## src/rtl/rj_coeff_loader.sv

```systemverilog
// Serial-to-parallel coefficient loader for the right-channel coefficient memory.
// Deserialises MSB-first framed words, writes them to consecutive rows, and can zero-sweep all rows first.
//  state      | meaning
//  IDLE       | waiting for start
//  ZSET       | zero-sweep setup cycle, Input=0
//  ZSTB       | zero-sweep write strobe
//  WAIT_FRAME | waiting for Frame to mark a word MSB
//  SHIFT      | shifting the remaining word bits
//  WSET       | assembled word presented, setup cycle
//  WSTB       | word write strobe
//  DONE       | load_done pulse, row returns to 0
module rj_coeff_loader #(
   parameter int WIDTH  = 16,
   parameter int NWORDS = 16,
   parameter int ROWW   = 4
) (
   input  logic             Sclk,
   input  logic             Reset,
   input  logic             start,
   input  logic             zero_first,
   input  logic             Frame,
   input  logic             Sdata,
   output logic [ROWW-1:0]  row,
   output logic [WIDTH-1:0] Input,
   output logic             rj_status,
   output logic             clear,
   output logic             busy,
   output logic             load_done
);

   typedef enum logic [2:0] {
      IDLE, ZSET, ZSTB, WAIT_FRAME, SHIFT, WSET, WSTB, DONE
   } state_t;

   localparam int              CW       = $clog2(WIDTH);
   localparam logic [ROWW-1:0] LAST_ROW = ROWW'(NWORDS - 1);
   localparam logic [CW-1:0]   LAST_BIT = CW'(WIDTH - 1);

   state_t           state, state_nxt;
   logic [WIDTH-2:0] sreg;
   logic [CW-1:0]    bcnt;
   logic             row_adv;
   logic             last_row;
   logic             strobe_nxt, clear_nxt, busy_nxt, done_nxt;

   assign last_row = (row == LAST_ROW);

   always_ff @(posedge Sclk or posedge Reset) begin
      if (Reset) begin
         state     <= IDLE;
         rj_status <= 1'b0;
         clear     <= 1'b0;
         busy      <= 1'b0;
         load_done <= 1'b0;
         row       <= '0;
         Input     <= '0;
         sreg      <= '0;
         bcnt      <= '0;
         row_adv   <= 1'b0;
      end else begin
         state     <= state_nxt;
         rj_status <= strobe_nxt;
         clear     <= clear_nxt;
         busy      <= busy_nxt;
         load_done <= done_nxt;
         if (state_nxt == ZSET)
            Input <= '0;
         case (state)
            IDLE: if (start) begin
               row     <= '0;
               row_adv <= 1'b0;
            end
            ZSTB: row <= last_row ? '0 : row + 1'b1;
            WAIT_FRAME: begin
               // Row advance is deferred to here so row stays valid one cycle past the strobe
               if (row_adv) begin
                  row     <= row + 1'b1;
                  row_adv <= 1'b0;
               end
               if (Frame) begin
                  sreg <= {{(WIDTH-2){1'b0}}, Sdata};
                  bcnt <= CW'(1);
               end
            end
            SHIFT: begin
               sreg <= {sreg[WIDTH-3:0], Sdata};
               bcnt <= bcnt + 1'b1;
               if (bcnt == LAST_BIT) begin
                  Input <= {sreg, Sdata};
                  bcnt  <= '0;
               end
            end
            WSTB: if (!last_row) row_adv <= 1'b1;
            DONE: begin
               row     <= '0;
               row_adv <= 1'b0;
            end
            default: ;
         endcase
      end
   end

   always_comb begin
      state_nxt = state;
      case (state)
         IDLE:       if (start) state_nxt = zero_first ? ZSET : WAIT_FRAME;
         ZSET:       state_nxt = ZSTB;
         ZSTB:       state_nxt = last_row ? WAIT_FRAME : ZSET;
         WAIT_FRAME: if (Frame) state_nxt = SHIFT;
         SHIFT:      if (bcnt == LAST_BIT) state_nxt = WSET;
         WSET:       state_nxt = WSTB;
         WSTB:       state_nxt = last_row ? DONE : WAIT_FRAME;
         DONE:       state_nxt = IDLE;
         default:    state_nxt = IDLE;
      endcase
   end

   // Outputs are decoded from the next state and registered, so each comes straight from a flop
   always_comb begin
      strobe_nxt = (state_nxt == ZSTB) || (state_nxt == WSTB);
      clear_nxt  = (state_nxt == ZSET) || (state_nxt == ZSTB);
      busy_nxt   = (state_nxt != IDLE);
      done_nxt   = (state_nxt == DONE);
   end

endmodule
```

## config.mk

```make
export PLATFORM = sky130hd
export DESIGN_NAME = rj_coeff_loader
export DESIGN_NICKNAME = d
export VERILOG_FILES = /design/src/rtl/rj_coeff_loader.sv
export SDC_FILE = /design/constraint.sdc
export NUM_CORES = 1
export LEC_CHECK = 0
export CAP_MARGIN = 40
export CORE_MARGIN = 2
export CORE_UTILIZATION = 25
export CTS_BUF_LIST = sky130_fd_sc_hd__clkbuf_16
export CTS_CLUSTER_SIZE = 10
export DETAILED_ROUTE_END_ITERATION = 7
export PLACE_DENSITY = 0.54
export SLEW_MARGIN = 25
export SYNTH_ARGS = -nofsm -noshare
export SYNTH_HDL_FRONTEND = slang
export SYNTH_SLANG_ARGS = --single-unit
```

## constraint.sdc

```tcl
create_clock -name Sclk -period 1.92 [get_ports Sclk]
set_input_delay 0.576 -clock Sclk [delete_from_list [all_inputs] [get_ports Sclk]]
set_output_delay 0.576 -clock Sclk [all_outputs]
set_load 0.1 [all_outputs]
```

==> flow_metrics.tcl <==
set metrics [dict create \
    io_pins 30 \
    grt_pass1_wl_um 7997 \
    synth_edf_count 0 \
    synth-compound-area-share_pct 17.98 \
    rsz0062_at_grt "yes" \
    cts_sinks 47 \
    crit_path_frequent_cell "buf_4" \
    pwr-share-clk_pct 21.9 \
    grt_max_degree 48 \
    p_sw_mw 1.729 \
    internal_power_mw 2.815 \
    cp_slowest_cell "or4_4" \
    synth_top_area_cell "dfrtp_1" \
    routed_via_density 4.521 \
    synthSimpleGateAreaFrac_pct 20.08 \
    io_buffer_count 29 \
    antenna_found_initial 0 \
    status "complete, no violations" \
    stdcell_count 353 \
    grt_pass1_vias 1616 \
    cp_data_required_time_ns 2.09 \
    netlist_area_um2 2081 \
    hpwlAfterDp_um 2973 \
    ys_ff_latch 47 \
    ir_drop_v 0.0006129 \
    core_um2 8134 \
    fin_crit_ns 1.919 \
    cp.arrival_ns 2.09 \
    synth.avg_cell_area_um2 10.78 \
    worst_pin_slew_ns 0.2981 \
    synth_common_cells "47 x dfrtp_1, 39 x nand2_1, 15 x a22o_1" \
    crit-reg2reg-launch "state[0]" \
    seqPwrFrac_pct 29.2 \
    min_from "sreg[14]" \
    rows 33 \
    drcViolationCount 0 \
    cts_tree "built" \
    combPwrFrac_pct 48.9 \
    p_sw_share_pct 38.05 \
    fillers 778 \
    setup_slack_ns 0.001205 \
    maxSlewHeadroom_pct 80.13 \
    wl_um 4628 \
    area_growth_pct 52.07 \
    nets 255 \
    timing.rr.end "Input[13]" \
    cts_buffer_depth 2 \
    die_x_um 95.23 \
    ys_async_sr_fraction_pct 100.0 \
    synth.top_cell.area_share_pct 56.52 \
    wl_per_cell_um 13.11 \
    clk_pin_slew_ns 0.07 \
    start_util_pct 25.58 \
    max_freq_mhz 521.2 \
    synth_seq_area_share_pct 56.52 \
    synthesis.instances 193 \
    slowest_delay_ns 0.45 \
    yosysMostFrequentCell "dfrtp_1" \
    slew_viol_final 0 \
    r2r_slack_ns 0.001 \
    hold_viol_final 0 \
    synthTopCellsByArea "dfrtp_1 57%, nand2_1 7.0%, a22o_1 6.3%, a21oi_2 4.2%, a21oi_1 2.2%" \
    syn-num-nets 201 \
    fin_skew_ns 0.005580 \
    htree_levels 2 \
    max-cap-violations 0 \
    cts_made_buffers 5 \
    gr-usage-all-layers_pct 11.48 \
    num_antenna_cells 0 \
    fin_util_pct 38.90 \
    post-place-cells 337 \
    die_y_um 95.23 \
    vias 1596 \
    fin_crit_sh_pct 99.94 \
    die_area_um2 9069 \
    worstPathMaxFanout 8 \
    start_kind "register" \
    r2r_cells 7 \
    clock_latency_ns 0.28 \
    synth_xor_area_share_pct 0 \
    ant_nets 0 \
    cts_hold_buffers 0 \
    setup_viol 0 \
    crit_chain "buf_4, nor3b_1, or4_4, nor4_4, buf_4, clkbuf_16, a21oi_2" \
    overflow 0 \
    pwr_density_cell_nw_per_um2 1436 \
    end_kind "register" \
    critPathKind "register to register" \
    clock_tree.root_cell "clkbuf_16" \
    min_to "sreg[14]" \
    dr.first_iter.drc_count 113 \
    synth_fa_ha_area_share_pct 1.203 \
    drive_above_1_share_pct 36.69 \
    yosysWarnings 0 \
    whs_path_depth 1 \
    muxShareOfSynthArea_pct 0.5412 \
    ys.flop_type "dfrtp_1" \
    hp-class "register to register" \
    synth_cell_types 41 \
    place_congestion 0.7631 \
    drt_first_pass_iters 4 \
    dpl_cell_area_um2 2899 \
    synth_top_family_by_area "simple AND/OR/NAND/NOR gates" \
    hold_ws_ns 0.5082 \
    fin_area_um2 3164 \
    p_leak_nw 1.383 \
    place_ws_ns -0.4854 \
]
==> critical path, delay by kind of cell (launching register included) <==
family	cells	cell delay [ns]
simple gates	3	0.89
flops	1	0.42
compound gates	1	0.03
buf+inv	3	0.47
==> worst max-delay path by stage <==
stage | startpoint | end | cells past startpoint
after floorplan | row[1] | Input[10] | 7
final | state[0] | Input[13] | 7
after global routing | state[0] | Input[0] | 7
after CTS | state[0] | Input[7] | 5
after global placement | start | Input[15] | 6
after detailed placement | start | Input[4] | 6
==> logic make-up (layout without fill, tap and decap cells) <==
| logic type | after synthesis | after routing |
|---|---|---|
| AOI/OAI and AO/OA | 51 | 51 |
| adders and majority gates | 2 | 2 |
| buffers and inverters | 15 | 70 |
| DFF | 47 | 47 |
| muxes | 1 | 1 |
| and+or+nand+nor | 77 | 77 |
==> layout by cell type (no fill, tap or decap), types with 2 or more instances in the layout <==
cell type,instances
a21o_1,2
a21oi_1,7
a21oi_2,12
a22o_1,15
and4b_1,2
buf_12,27
buf_4,24
clkbuf_16,6
clkdlybuf4s50_1,2
dfrtp_1,42
dfrtp_2,3
dfrtp_4,2
dlygate4sd2_1,2
inv_1,3
nand2_1,39
nand2b_1,6
nand3_1,4
nand4_1,2
nor2_1,4
nor2b_1,3
o21ai_0,9
o21bai_1,2
==> power groups by stage <==
| stage | clock [mW] | sequential [mW] | combinational [mW] |
|---|---|---|---|
| 6_report | 0.994 | 1.33 | 2.22 |
| 5_1_grt | 1.05 | 1.35 | 2.39 |
| 4_1_cts | 1.01 | 1.32 | 2.22 |
| 3_5_place_dp | 0 | 1.35 | 1.92 |
| 3_3_place_gp | 0 | 1.35 | 1.91 |
| 2_1_floorplan | 0 | 1.74 | 0.820 |
==> timing repair <==
item                                    in CTS  in global routing
endpoints found under the setup margin      18                 17
resized for setup                            9                  5
buffers inserted                             4                  3
pin swaps                                    2                  2
cloned                                       1                  0
endpoints found under the hold margin        0                  0
==> stage by stage <==
step | TNS [ns] | power [mW]
after global placement | -10.60 | 3.258
after floorplan | -3.652 | 2.559
after CTS | -0.5870 | 4.552
after detailed placement | -10.73 | 3.276
final | 0 | 4.543
after global routing | -1.089 | 4.781
==> registers in the layout, summed over array words and instances (netlist names) <==
signal,cells
sreg,15
rj_status,1
bcnt,4
busy,1
clear,1
state,3
Input,16
load_done,1
row,4
row_adv,1
==> per-layer routing <==
layer	track usage, %	up-vias	part of all wire (%)
met2	16.67	24	44
met3	2.925	6	3.3
met5	0	-	0
li1	-	786	-
met4	3.986	0	1.5
met1	16.53	780	51
==> layout make-up <==
type | count | area (um^2) | share of cell area (%)
sequential | 47 | 1187 | 37.52
multi-input combinational | 131 | 863.3 | 27.28
timing repair buffer | 58 | 799.5 | 25.27
tap | 105 | 131.4 | 4.152
clock buffer | 5 | 125.1 | 3.954
clock inverter | 3 | 42.54 | 1.344
inverter | 4 | 15.01 | 0.4745
No activity file was read; power rests on OpenSTA's default activity.
